### src/rtl/linked_list_reader.sv
// Pop-side consumer for the shared linked-list FIFO: round-robin pops, 2-entry output buffer, per-queue drain.
// Optional pop counter on pop_total when LL_READER_STATS_EN is defined.
module linked_list_reader #(
  parameter int WIDTH     = 4,
  parameter int NUM_FIFOS = 2,
  parameter int SEL_WIDTH = (NUM_FIFOS > 1) ? $clog2(NUM_FIFOS) : 1
) (
  input  logic                 clk,
  input  logic                 rst,
  input  logic [NUM_FIFOS-1:0] empty,
  input  logic [WIDTH-1:0]     fifo_data,
  output logic                 pop,
  output logic [SEL_WIDTH-1:0] pop_sel,
  output logic                 out_valid,
  input  logic                 out_ready,
  output logic [WIDTH-1:0]     out_data,
  output logic [SEL_WIDTH-1:0] out_sel,
  input  logic                 drain_req,
  input  logic [SEL_WIDTH-1:0] drain_sel,
  output logic                 draining,
  output logic                 drain_done,
  output logic [15:0]          pop_total
);

  typedef enum logic [1:0] {ARB, DRAIN, DONE} state_t;

  state_t               state;
  logic [SEL_WIDTH-1:0] rr_ptr;
  logic [SEL_WIDTH-1:0] drain_q;
  logic [SEL_WIDTH-1:0] last_sel;
  logic [SEL_WIDTH-1:0] cand_sel;
  logic                 cand_ok;
  logic [SEL_WIDTH-1:0] scan_idx [NUM_FIFOS];

  logic [1:0]           count;
  logic                 head;
  logic                 wr_idx;
  logic                 xfer;
  logic [WIDTH-1:0]     buf_data [2];
  logic [SEL_WIDTH-1:0] buf_sel  [2];

  always_comb begin
    for (int k = 0; k < NUM_FIFOS; k++)
      scan_idx[k] = SEL_WIDTH'((int'(rr_ptr) + k) % NUM_FIFOS);
  end

  // Scan from the far end so the lowest offset from rr_ptr wins.
  always_comb begin
    cand_ok  = 1'b0;
    cand_sel = last_sel;
    case (state)
      ARB: begin
        for (int k = NUM_FIFOS - 1; k >= 0; k--) begin
          if (!empty[scan_idx[k]]) begin
            cand_ok  = 1'b1;
            cand_sel = scan_idx[k];
          end
        end
      end
      DRAIN: begin
        if (!empty[drain_q]) begin
          cand_ok  = 1'b1;
          cand_sel = drain_q;
        end
      end
      default: ;
    endcase
  end

  assign pop     = cand_ok && (count != 2'd2) && !rst;
  assign pop_sel = pop ? cand_sel : last_sel;

  always_ff @(posedge clk) begin
    if (rst) begin
      state      <= ARB;
      rr_ptr     <= '0;
      drain_q    <= '0;
      last_sel   <= '0;
      draining   <= 1'b0;
      drain_done <= 1'b0;
    end else begin
      if (pop) last_sel <= pop_sel;
      case (state)
        ARB: begin
          if (pop)
            rr_ptr <= (pop_sel == SEL_WIDTH'(NUM_FIFOS - 1)) ? '0 : pop_sel + 1'b1;
          if (drain_req) begin
            state    <= DRAIN;
            draining <= 1'b1;
            // An out-of-range queue number falls back to queue 0.
            drain_q  <= (int'(drain_sel) < NUM_FIFOS) ? drain_sel : '0;
          end
        end
        DRAIN: begin
          if (empty[drain_q]) begin
            state      <= DONE;
            draining   <= 1'b0;
            drain_done <= 1'b1;
          end
        end
        default: begin
          state      <= ARB;
          drain_done <= 1'b0;
        end
      endcase
    end
  end

  assign out_valid = (count != 2'd0);
  assign out_data  = buf_data[head];
  assign out_sel   = buf_sel[head];
  assign xfer      = out_valid && out_ready;
  assign wr_idx    = head ^ count[0];

  always_ff @(posedge clk) begin
    if (rst) begin
      count       <= '0;
      head        <= 1'b0;
      buf_data[0] <= '0;
      buf_data[1] <= '0;
      buf_sel[0]  <= '0;
      buf_sel[1]  <= '0;
    end else begin
      if (pop) begin
        buf_data[wr_idx] <= fifo_data;
        buf_sel[wr_idx]  <= pop_sel;
      end
      if (xfer) head <= ~head;
      count <= count + {1'b0, pop} - {1'b0, xfer};
    end
  end

`ifdef LL_READER_STATS_EN
  logic [15:0] pop_cnt;

  always_ff @(posedge clk) begin
    if (rst)
      pop_cnt <= '0;
    else if (pop)
      pop_cnt <= pop_cnt + 16'd1;
  end

  assign pop_total = pop_cnt;
`else
  assign pop_total = '0;
`endif

endmodule

### config.mk
export PLATFORM = sky130hd
export DESIGN_NAME = linked_list_reader
export DESIGN_NICKNAME = d
export VERILOG_FILES = /design/src/rtl/linked_list_reader.sv
export SDC_FILE = /design/constraint.sdc
export NUM_CORES = 1
export LEC_CHECK = 0
export ABC_AREA = 0
export CORE_MARGIN = 2
export CORE_UTILIZATION = 45
export DETAILED_ROUTE_END_ITERATION = 8
export PLACE_DENSITY_LB_ADDON = 0.08
export SLEW_MARGIN = 20
export SYNTH_ARGS = -nofsm -noshare
export SYNTH_HDL_FRONTEND = slang
export SYNTH_SLANG_ARGS = --single-unit
export TNS_END_PERCENT = 5
### constraint.sdc
create_clock -name clk -period 2.7 [get_ports clk]
set_input_delay 0.54 -clock clk [delete_from_list [all_inputs] [get_ports clk]]
set_output_delay 0.54 -clock clk [all_outputs]
set_load 0.03 [all_outputs]
Word level (Yosys, flattened, before mapping)
Memory sizes are Yosys's and may differ from the RTL's. A register that Yosys moved wholly into a read port is not among the register bits. Cells that the tools add are included.

Add/subtract/negate cells: 4. $lt $le $gt $ge: 3. Equality and inequality tests: 4. Multiplexer cells: 39. Bitwise operators: 3. Reduce and logical (&&, ||, !) cells: 14.

Operators with widths (number): two-way mux 1 bit (31); one-hot mux 1 bit (2 select lines) (4); AND reduction 2 bit (4); less-than comparator 1 x 2 -> 1 bit (second input constant) (3); inequality test 2 bit (second input constant) (3); two-way mux 2 bit (2); two-way mux 4 bit (1); one-hot mux 2 bit (2 select lines) (1); nonzero test 2 bit (2); OR reduction 4 bit (1); logical AND 1 bit (3); AND reduction 3 bit (1); adder 1 bit (second input constant) (2); adder 2 x 1 -> 2 bit (1); equality test 2 x 1 -> 1 bit (second input constant) (1); zero test 2 bit (1); NOT 1 bit (2); subtractor 2 x 1 -> 2 bit (1); zero test 1 bit (1); OR reduction 1 bit (1); XOR 1 bit (1).

Register bits after elaboration: 10. RAM bits: 10. Input port bits: 11. Output and inout port bits: 26. Word-level logic and storage cells: 77. Memories: 2.

Memory list: buf_data (words 2, bits a word 4, read ports 1, clocked after Yosys merged registers in 1, wr ports 2, RTL line 39) `logic [WIDTH-1:0] buf_data [2];`; buf_sel (words 2, bits a word 1, read ports 1, clocked after Yosys merged registers in 1, wr ports 2, RTL line 40) `logic [SEL_WIDTH-1:0] buf_sel [2];`.

Depth between registers and ports, before layout
Gate-level depths: netlist (run 1).

Depth in word-level cells: 13. Mapped depth: 8. Gate-level depth less buffers: 8.

Worst setup path after synthesis (run 1)
OpenSTA, ideal clock, no wires.

Path kind: input to output. Start point: input port empty[0]. End point: output port pop_sel. Arrival: 1.588 ns. Required time: 2.160 ns. Slack: 0.572 ns. Stages on the path: 5. Buffers on the path: 0. Cell sequence: mux2_4 -> a211o_4 -> clkinv_4 -> nand2_4 -> nand2_1.

Word-level cells in the longest chain between the ends: 8. Elaborated cells between the ends (all ways): 17. Those cells by class: mux: 15; reduce/logical: 2.

Ends and longest elaborated chain: start: declaration (RTL line 10) `input logic [NUM_FIFOS-1:0] empty,`; two-way mux 1 bit (not written as such) (2 in series) (RTL line 54) `if (!empty[scan_idx[k]]) begin`; two-way mux 1 bit (2 in series) (RTL line 54); one-hot mux 1 bit (2 select lines) * (RTL line 51) `case (state)`; logical AND 1 bit * (2 in series) (RTL line 70) `assign pop = cand_ok && (count != 2'd2) && !rst;`; named net pop (RTL line 12) `output logic pop,`; two-way mux 1 bit * (RTL line 71) `assign pop_sel = pop ? cand_sel : last_sel;`; end: declaration (RTL line 13) `output logic [SEL_WIDTH-1:0] pop_sel,`.

The timed path passes the listed nets; every way through them passes the cells marked *. The select of a mux whose other input is x is not followed.

Worst setup path in the final report (run 1)
Start point: input port empty[1]. End point: output port pop_sel.

Word-level cells in the longest chain between the ends: 8. Elaborated cells between the ends (all ways): 17. Those cells by class: mux: 15; reduce/logical: 2.

Ends and longest elaborated chain (RTL line): two-way mux 1 bit (not written as such) (2 in series) (54); two-way mux 1 bit (2 in series) (54); one-hot mux 1 bit (2 select lines) (51); logical AND 1 bit (2 in series) (70); two-way mux 1 bit * (71).

Mark *: on every way between the ends. The rest lies on a longest branch, timed or not. The select of a mux whose other input is x is not followed.

==> results of run 1 <==
-- registers in the layout (all words and copies together) (netlist names), named ones only --
register / cells
buf_data: 8
last_sel: 1
head: 1
count: 2
buf_sel: 2
drain_done: 1
state: 2
drain_q: 1
rr_ptr: 1
draining: 1
-- metrics by stage --
| step | power, W | instances | util | hold WS (ns) | area, um^2 |
|---|---|---|---|---|---|
| final | 0.00111 | 163 | 0.564 | 0.488 | 1380 |
| after floorplan | 0.000816 | 121 | - | 0.453 | 1200 |
| after detailed placement | 0.000972 | 159 | 0.551 | 0.472 | 1350 |
| after global placement | 0.000961 | 159 | 0.551 | 0.466 | 1350 |
| after CTS | 0.00112 | 163 | 0.563 | 0.491 | 1380 |
| after global routing | 0.00118 | 163 | 0.564 | 0.520 | 1380 |
-- synth_stat cells, types with 2 or more instances --
cell type	instances
sky130_fd_sc_hd__buf_4	16
sky130_fd_sc_hd__dfxtp_1	11
sky130_fd_sc_hd__edfxtp_1	10
sky130_fd_sc_hd__nor3_1	7
sky130_fd_sc_hd__mux2_2	5
sky130_fd_sc_hd__nor2_1	5
sky130_fd_sc_hd__a21oi_1	4
sky130_fd_sc_hd__and3_1	4
sky130_fd_sc_hd__and3_2	4
sky130_fd_sc_hd__inv_1	4
sky130_fd_sc_hd__nor2b_1	4
sky130_fd_sc_hd__mux2i_1	3
sky130_fd_sc_hd__o21ai_0	3
sky130_fd_sc_hd__xnor2_1	3
sky130_fd_sc_hd__ha_1	2
sky130_fd_sc_hd__nand2_1	2
sky130_fd_sc_hd__xor2_1	2
-- worst register-to-register path, stage by stage (launching register included) --
cell                       delay [ns]
sky130_fd_sc_hd__dfxtp_1         0.49
sky130_fd_sc_hd__mux2_4          0.35
sky130_fd_sc_hd__a211o_4         0.38
sky130_fd_sc_hd__clkinv_4        0.10
sky130_fd_sc_hd__ha_1            0.16
sky130_fd_sc_hd__xor2_1          0.18
sky130_fd_sc_hd__xnor2_1         0.14
sky130_fd_sc_hd__nor2_1          0.05
-- cells by family (layout without fill, tap and decap cells) --
kind of cell,count (synthesis),after routing,synth area share
AO/OA/AOI/OAI,15,15,0.114
XOR/XNOR,5,5,0.0381
adder cells (fa/ha/maj),2,2,0.0218
buffers and inverters,23,35,0.133
flip-flops,21,21,0.453
multiplexers,9,9,0.0882
other,1,16,0.00326
AND/OR/NAND/NOR,30,30,0.148
-- final cells by class --
class                           instances  area (um^2)
Timing Repair Buffer                   26          243
Tap cell                               30         37.5
Multi-Input combinational cell         77          532
Fill cell                             225         1070
Clock buffer                            3         22.5
Clock inverter                          1         5.00
Sequential cell                        21          520
Inverter                                5         23.8
-- repair_timing --
action	CTS	global route
gates resized for setup	0	1
endpoints found under the hold margin	0	0
endpoints found under the setup margin	0	1
-- worst min path at each step --
stage / to / slack [ns] / depth (start not counted)
floorplan: last_sel / 0.45 / 2
finish: last_sel / 0.49 / 2
detailed placement: last_sel / 0.47 / 2
CTS: last_sel / 0.49 / 2
global placement: last_sel / 0.47 / 2
global route: last_sel / 0.52 / 2
-- power groups by stage --
stage	Clock, W	Combinational (W)	Sequential, W
finish	0.000149	0.000504	0.000456
global route	0.000166	0.000548	0.000465
CTS	0.000154	0.000510	0.000457
detailed placement	0	0.000508	0.000464
global placement	0	0.000500	0.000461
floorplan	0	0.000363	0.000453
-- metal layers --
| metal | up-vias | wire [um] | part of all wire |
|---|---|---|---|
| met3 | 2 | 65 | 0.034 |
| met4 | 0 | 20 | 0.010 |
| li1 | 391 | - | - |
| met2 | 15 | 996 | 0.52 |
| met5 | - | 0 | 0 |
| met1 | 358 | 848 | 0.44 |
==> impl_summary.txt, run 1 <==
----------------------------------------------------
[Run status]
  Outcome ... finished clean

[Pwr]
  Worst VDD drop ... 0.000580 V
  Register share of total power ... 0.411
  Leakage power of the design ... 0.611 nW
  Cell-internal power ... 0.000687 W
  Clock share of power ... 0.135
  Switching pwr ... 0.000423 W
  Combinational Power Share ... 0.455
  Sw frac ... 0.381
  Ratio of total power to cell area ... 802 nW/um^2

[Critical path]
  Critical path depth ... 6
  Data required time at the worst endpoint ... 2.16 ns
  Kind of end point of the critical path ... output pin
  Cell with the largest stage delay on the worst path ... sky130_fd_sc_hd__clkdlybuf4s50_1
  Crit-path max cell delay ... 0.45 ns
  Reg-to-reg startpoint ... drain_q
  Crit path arrival time ... 2.09 ns
  Cell family with the largest share of critical-path delay ... buffers and inverters
  CP cell instances ... clkdlybuf4s50_1 > mux2_4 > a211o_4 > o21ai_2 > nand2_1 > buf_4
  Worst R2R End ... count[1]
  Buffer and inverter count on the worst path ... 2
  Startpoint types ... input port
  Slack of the worst reg-to-reg path ... 0.75 ns
  Source of the critical timing path ... empty[1]
  Path type of the worst setup path ... in -> out
  Top fanout value on the critical path ... 6
  Worst r2r path cells ... 7
  Critical path destination ... pop_sel

[Synth]
  Netlist area before placement ... 1150 um^2
  Post-synthesis sequential area ratio ... 0.453
  Number of library cell types mapped by synthesis ... 34
  Number of warning messages in the yosys log ... 0
  Syn avg cell area ... 10.8 um^2
  Gate Count Post-Synth ... 106
  Top area cells in the synthesized netlist ... sky130_fd_sc_hd__edfxtp_1 26%, sky130_fd_sc_hd__dfxtp_1 19%, sky130_fd_sc_hd__buf_4 10%
  Post-synthesis async set-or-reset flop share ... 0
  Area leader, netlist ... sky130_fd_sc_hd__edfxtp_1
  Flop and latch count out of synthesis ... 21
  Top_reg_cell synth ... sky130_fd_sc_hd__dfxtp_1
  Post-synth top area share ... 0.261
  EDFF count, synth ... 10

[Placed design]
  Worst slack after detailed placement ... 0.0218 ns
  Count of input and output buffers ... 20
  Detail Placement HPWL ... 1480 um
  Final weighted congestion of routability-driven global placement ... 0.706

[STA]
  RSZ-0062 raised after global routing ... false
  Final max-slew violation count ... 0
  Crit path setup slack, layout ... 0.0660 ns
  Final hold vios ... 0
  Minimum clock period after layout ... 2.63 ns
  Final period util ... 0.976
  Clock Skews ... 0.00434 ns
  Achievable frequency ... 380 MHz
  Final setup violation count ... 0
  Setup Total Neg Slack ... 0 ns

[Global routing]
  Met2 global-route usage ... 0.237
  Pin count of the biggest net entering global routing ... 13
  Met1 capacity usage during global routing ... 0.189
  GR Layer Usage met3 ... 0.0246
  Busiest layer in global routing ... met2
  GRT Overall Usage ... 0.147
  Overflow left after global routing ... 0
  Global-route wire length before repair ... 3040 um
  Via count of the first global-routing pass ... 704
  Antenna violations before repair ... 0

[Worst hold path]
  Hold path startpoint ... last_sel
  Hold Path Class ... reg -> reg

[Clocking]
  Number of buffers on the longest clock path ... 2
  Count of hold-fix buffers inserted at cts ... 0
  H-tree levels ... 1
  Clock latency on the worst-skew pair ... 0.30 ns
  Cell at the root of the clock tree ... sky130_fd_sc_hd__clkbuf_4
  Clock buffer count from CTS ... 3
  Clock tree from TritonCTS ... built
  Total setup buffers inserted after CTS ... 0
  Clock-pin slew reported for the worst setup and hold paths after clock tree synthesis ... 0.11 ns
  Clock sink count ... 21

[Cells and area]
  Number of diodes added for antenna fixing ... 0
  Number of nets at the end of the flow ... 147
  Share of post-route cells with drive strength above 1 ... 0.226
  Most common cell after layout, fill and taps aside ... sky130_fd_sc_hd__clkdlybuf4s50_1
  Area added between synthesis and finish ... 20.5%
  Leading cell types in the layout, fill and taps excluded ... 17 x sky130_fd_sc_hd__clkdlybuf4s50_1, 16 x sky130_fd_sc_hd__conb_1, 11 x sky130_fd_sc_hd__dfxtp_1

[Floorplan]
  Area of the die ... 2970 um^2
  Horizontal extent of the die ... 54.5 um
  Core outline area ... 2450 um^2
  Number of rows created at floorplan ... 18
  Number of primary I/O pins ... 37
  Initial core utilization ... 0.468
  Height of the die ... 54.5 um

[Detailed routing]
  DRC errors left ... 0
  1st-iter DRT viols ... 3
  Wire per inst ... 11.8 um
  Final wirelength ... 1930 um
  Vias per cell ... 4.70
  Initial DRT Pass Iterations ... 3
  Post-detailed-route count of antenna-violating nets ... 0
  Overall via count from detail_route ... 766

[Flow run]
  Count of max-cap constraint violations ... 0

----------------------------------------------------
Note: power is estimated with default switching activity, not from simulation.
==> run 2: changes to the inputs <==
HOLD_SLACK_MARGIN = 0.12   (was unset)
PLACE_DENSITY = 0.76   (was unset)
PLACE_DENSITY_LB_ADDON = unset   (was 0.08)
==> run 2 against run 1 <==
Effect of this change: utilization down 0.51 points; sequential power about the same; combinational power down 2%; clock power about the same.
==> impl_summary.txt, run 2 (synthesis gave the netlist of run 1 again) <==
----------------------------------------------------
[Run status]
  Outcome ... finished clean

[Pwr]
  Ratio of total power to cell area ... 800 nW/um^2
  Sw frac ... 0.380
  Worst VDD drop ... 0.000587 V
  Combinational Power Share ... 0.451
  Cell-internal power ... 0.000680 W
  Clock share of power ... 0.134
  Register share of total power ... 0.415
  Switching pwr ... 0.000417 W
  Leakage power of the design ... 0.610 nW

[Clocking]
  Clock latency on the worst-skew pair ... 0.29 ns
  Total setup buffers inserted after CTS ... 0
  Cell at the root of the clock tree ... sky130_fd_sc_hd__clkbuf_4
  Clock sink count ... 21
  Clock tree from TritonCTS ... built
  Number of buffers on the longest clock path ... 2
  Clock buffer count from CTS ... 3
  Clock-pin slew reported for the worst setup and hold paths after clock tree synthesis ... 0.11 ns
  Count of hold-fix buffers inserted at cts ... 0
  H-tree levels ... 1

[STA]
  Final period util ... 0.945
  Setup Total Neg Slack ... 0 ns
  RSZ-0062 raised after global routing ... false
  Worst hold slack across all endpoints ... 0.486 ns
  Final setup violation count ... 0
  Achievable frequency ... 392 MHz
  Final hold vios ... 0
  Minimum clock period after layout ... 2.55 ns
  Final max-slew violation count ... 0
  Clock Skews ... 0.00317 ns

[Critical path]
  Path type of the worst setup path ... in -> out
  Critical path destination ... pop_sel
  Crit path arrival time ... 2.01 ns
  Worst R2R End ... count[1]
  Kind of end point of the critical path ... output pin
  Data required time at the worst endpoint ... 2.16 ns
  Slack of the worst reg-to-reg path ... 0.76 ns
  Top fanout value on the critical path ... 6
  Worst r2r path cells ... 7
  Reg-to-reg startpoint ... drain_q
  Source of the critical timing path ... rst
  Startpoint types ... input port

[Floorplan]
  Core outline area ... 2450 um^2
  Number of primary I/O pins ... 37
  Horizontal extent of the die ... 54.5 um
  Height of the die ... 54.5 um
  Number of rows created at floorplan ... 18
  Area of the die ... 2970 um^2
  Initial core utilization ... 0.468

[Cells and area]
  Register Area ... 520 um^2
  Area added between synthesis and finish ... 19.4%
  Number of nets at the end of the flow ... 145
  Biggest register ... buf_data
  Number of diodes added for antenna fixing ... 0
  Leading cell types in the layout, fill and taps excluded ... 16 x sky130_fd_sc_hd__conb_1, 16 x sky130_fd_sc_hd__clkdlybuf4s50_1, 11 x sky130_fd_sc_hd__dfxtp_1
  Max reg flops ... 8
  Number of fill cells ... 239
  Share of post-route cells with drive strength above 1 ... 0.214
  Total area of multi-input combinational cells ... 532 um^2
  Fin area ... 1370 um^2

[Placed design]
  Placed inst area ... 1340 um^2
  Count of input and output buffers ... 20
  Final weighted congestion of routability-driven global placement ... 0.772
  Detail Placement HPWL ... 1490 um

[Detailed routing]
  Final wirelength ... 1910 um
  1st-iter DRT viols ... 2
  Initial DRT Pass Iterations ... 3
  Post-detailed-route count of antenna-violating nets ... 0
  DRC errors left ... 0
  Vias per cell ... 4.82
  Wire per inst ... 11.9 um
  Overall via count from detail_route ... 776

[Global routing]
  Via count of the first global-routing pass ... 661
  GRT Overall Usage ... 0.138
  Pin count of the biggest net entering global routing ... 13
  Antenna violations before repair ... 0
  Overflow left after global routing ... 0
  Global-route wire length before repair ... 2860 um

[Worst hold path]
  Hold Path Class ... reg -> reg

[Flow run]
  Count of max-cap constraint violations ... 0

----------------------------------------------------
-- run 2: changes by cell type in the layout (fill, tap and decap cells not counted) --
cell                              previous run  this run
sky130_fd_sc_hd__buf_4                       8         6
sky130_fd_sc_hd__clkdlybuf4s50_1            17        16
sky130_fd_sc_hd__dlymetal6s2s_1              1         2
-- run 2: area by class of cell --
type	count	area share
Clock inverter	1	0.00365
Multi-Input combinational cell	77	0.388
Inverter	5	0.0173
Tap cell	30	0.0274
Clock buffer	3	0.0164
Timing Repair Buffer	24	0.168
Sequential cell	21	0.380
-- run 2: layer usage --
layer	track usage	vias up	part of all wire
met5	0	-	0
met4	0.0750	0	0.0099
li1	-	389	-
met3	0.0191	2	0.040
met2	0.237	19	0.48
met1	0.167	366	0.47
-- run 2: repair_timing --
action,CTS,global route
hold endpoints to repair,0,0
gates resized for setup,0,2
endpoints found under the setup margin,0,1
-- run 2: power by group through the flow --
| stage | clock, W | sequential, W | combinational [W] |
|---|---|---|---|
| 2_1_floorplan | 0 | 0.000453 | 0.000363 |
| 3_3_place_gp | 0 | 0.000461 | 0.000485 |
| 3_5_place_dp | 0 | 0.000464 | 0.000497 |
| 4_1_cts | 0.000157 | 0.000457 | 0.000498 |
| 5_1_grt | 0.000162 | 0.000467 | 0.000539 |
| 6_report | 0.000147 | 0.000456 | 0.000494 |
-- run 2: stage by stage --
stage | std cells | setup WS (ns) | total power, W | utilization
2_1_floorplan | 121 | 0.572 | 0.000816 | -
3_3_place_gp | 157 | 0.0787 | 0.000945 | 0.545
3_5_place_dp | 157 | 0.0301 | 0.000961 | 0.545
4_1_cts | 161 | 0.0285 | 0.00111 | 0.557
5_1_grt | 161 | 0.0941 | 0.00117 | 0.559
6_report | 161 | 0.149 | 0.00110 | 0.559
-- run 2: worst min path at each step --
stage / from / endpoint / depth (start not counted)
3_3_place_gp: last_sel / last_sel / 2
3_5_place_dp: last_sel / last_sel / 2
5_1_grt: last_sel / last_sel / 2
2_1_floorplan: last_sel / last_sel / 2
4_1_cts: last_sel / last_sel / 2
6_report: last_sel / last_sel / 2
-- run 2: critical path: stages --
cell and delay (ns):
sky130_fd_sc_hd__clkdlybuf4s50_1 0.43, sky130_fd_sc_hd__a211o_1 0.31, sky130_fd_sc_hd__a211o_4 0.31, sky130_fd_sc_hd__o21ai_2 0.18, sky130_fd_sc_hd__nand2_1 0.07, sky130_fd_sc_hd__buf_4 0.17
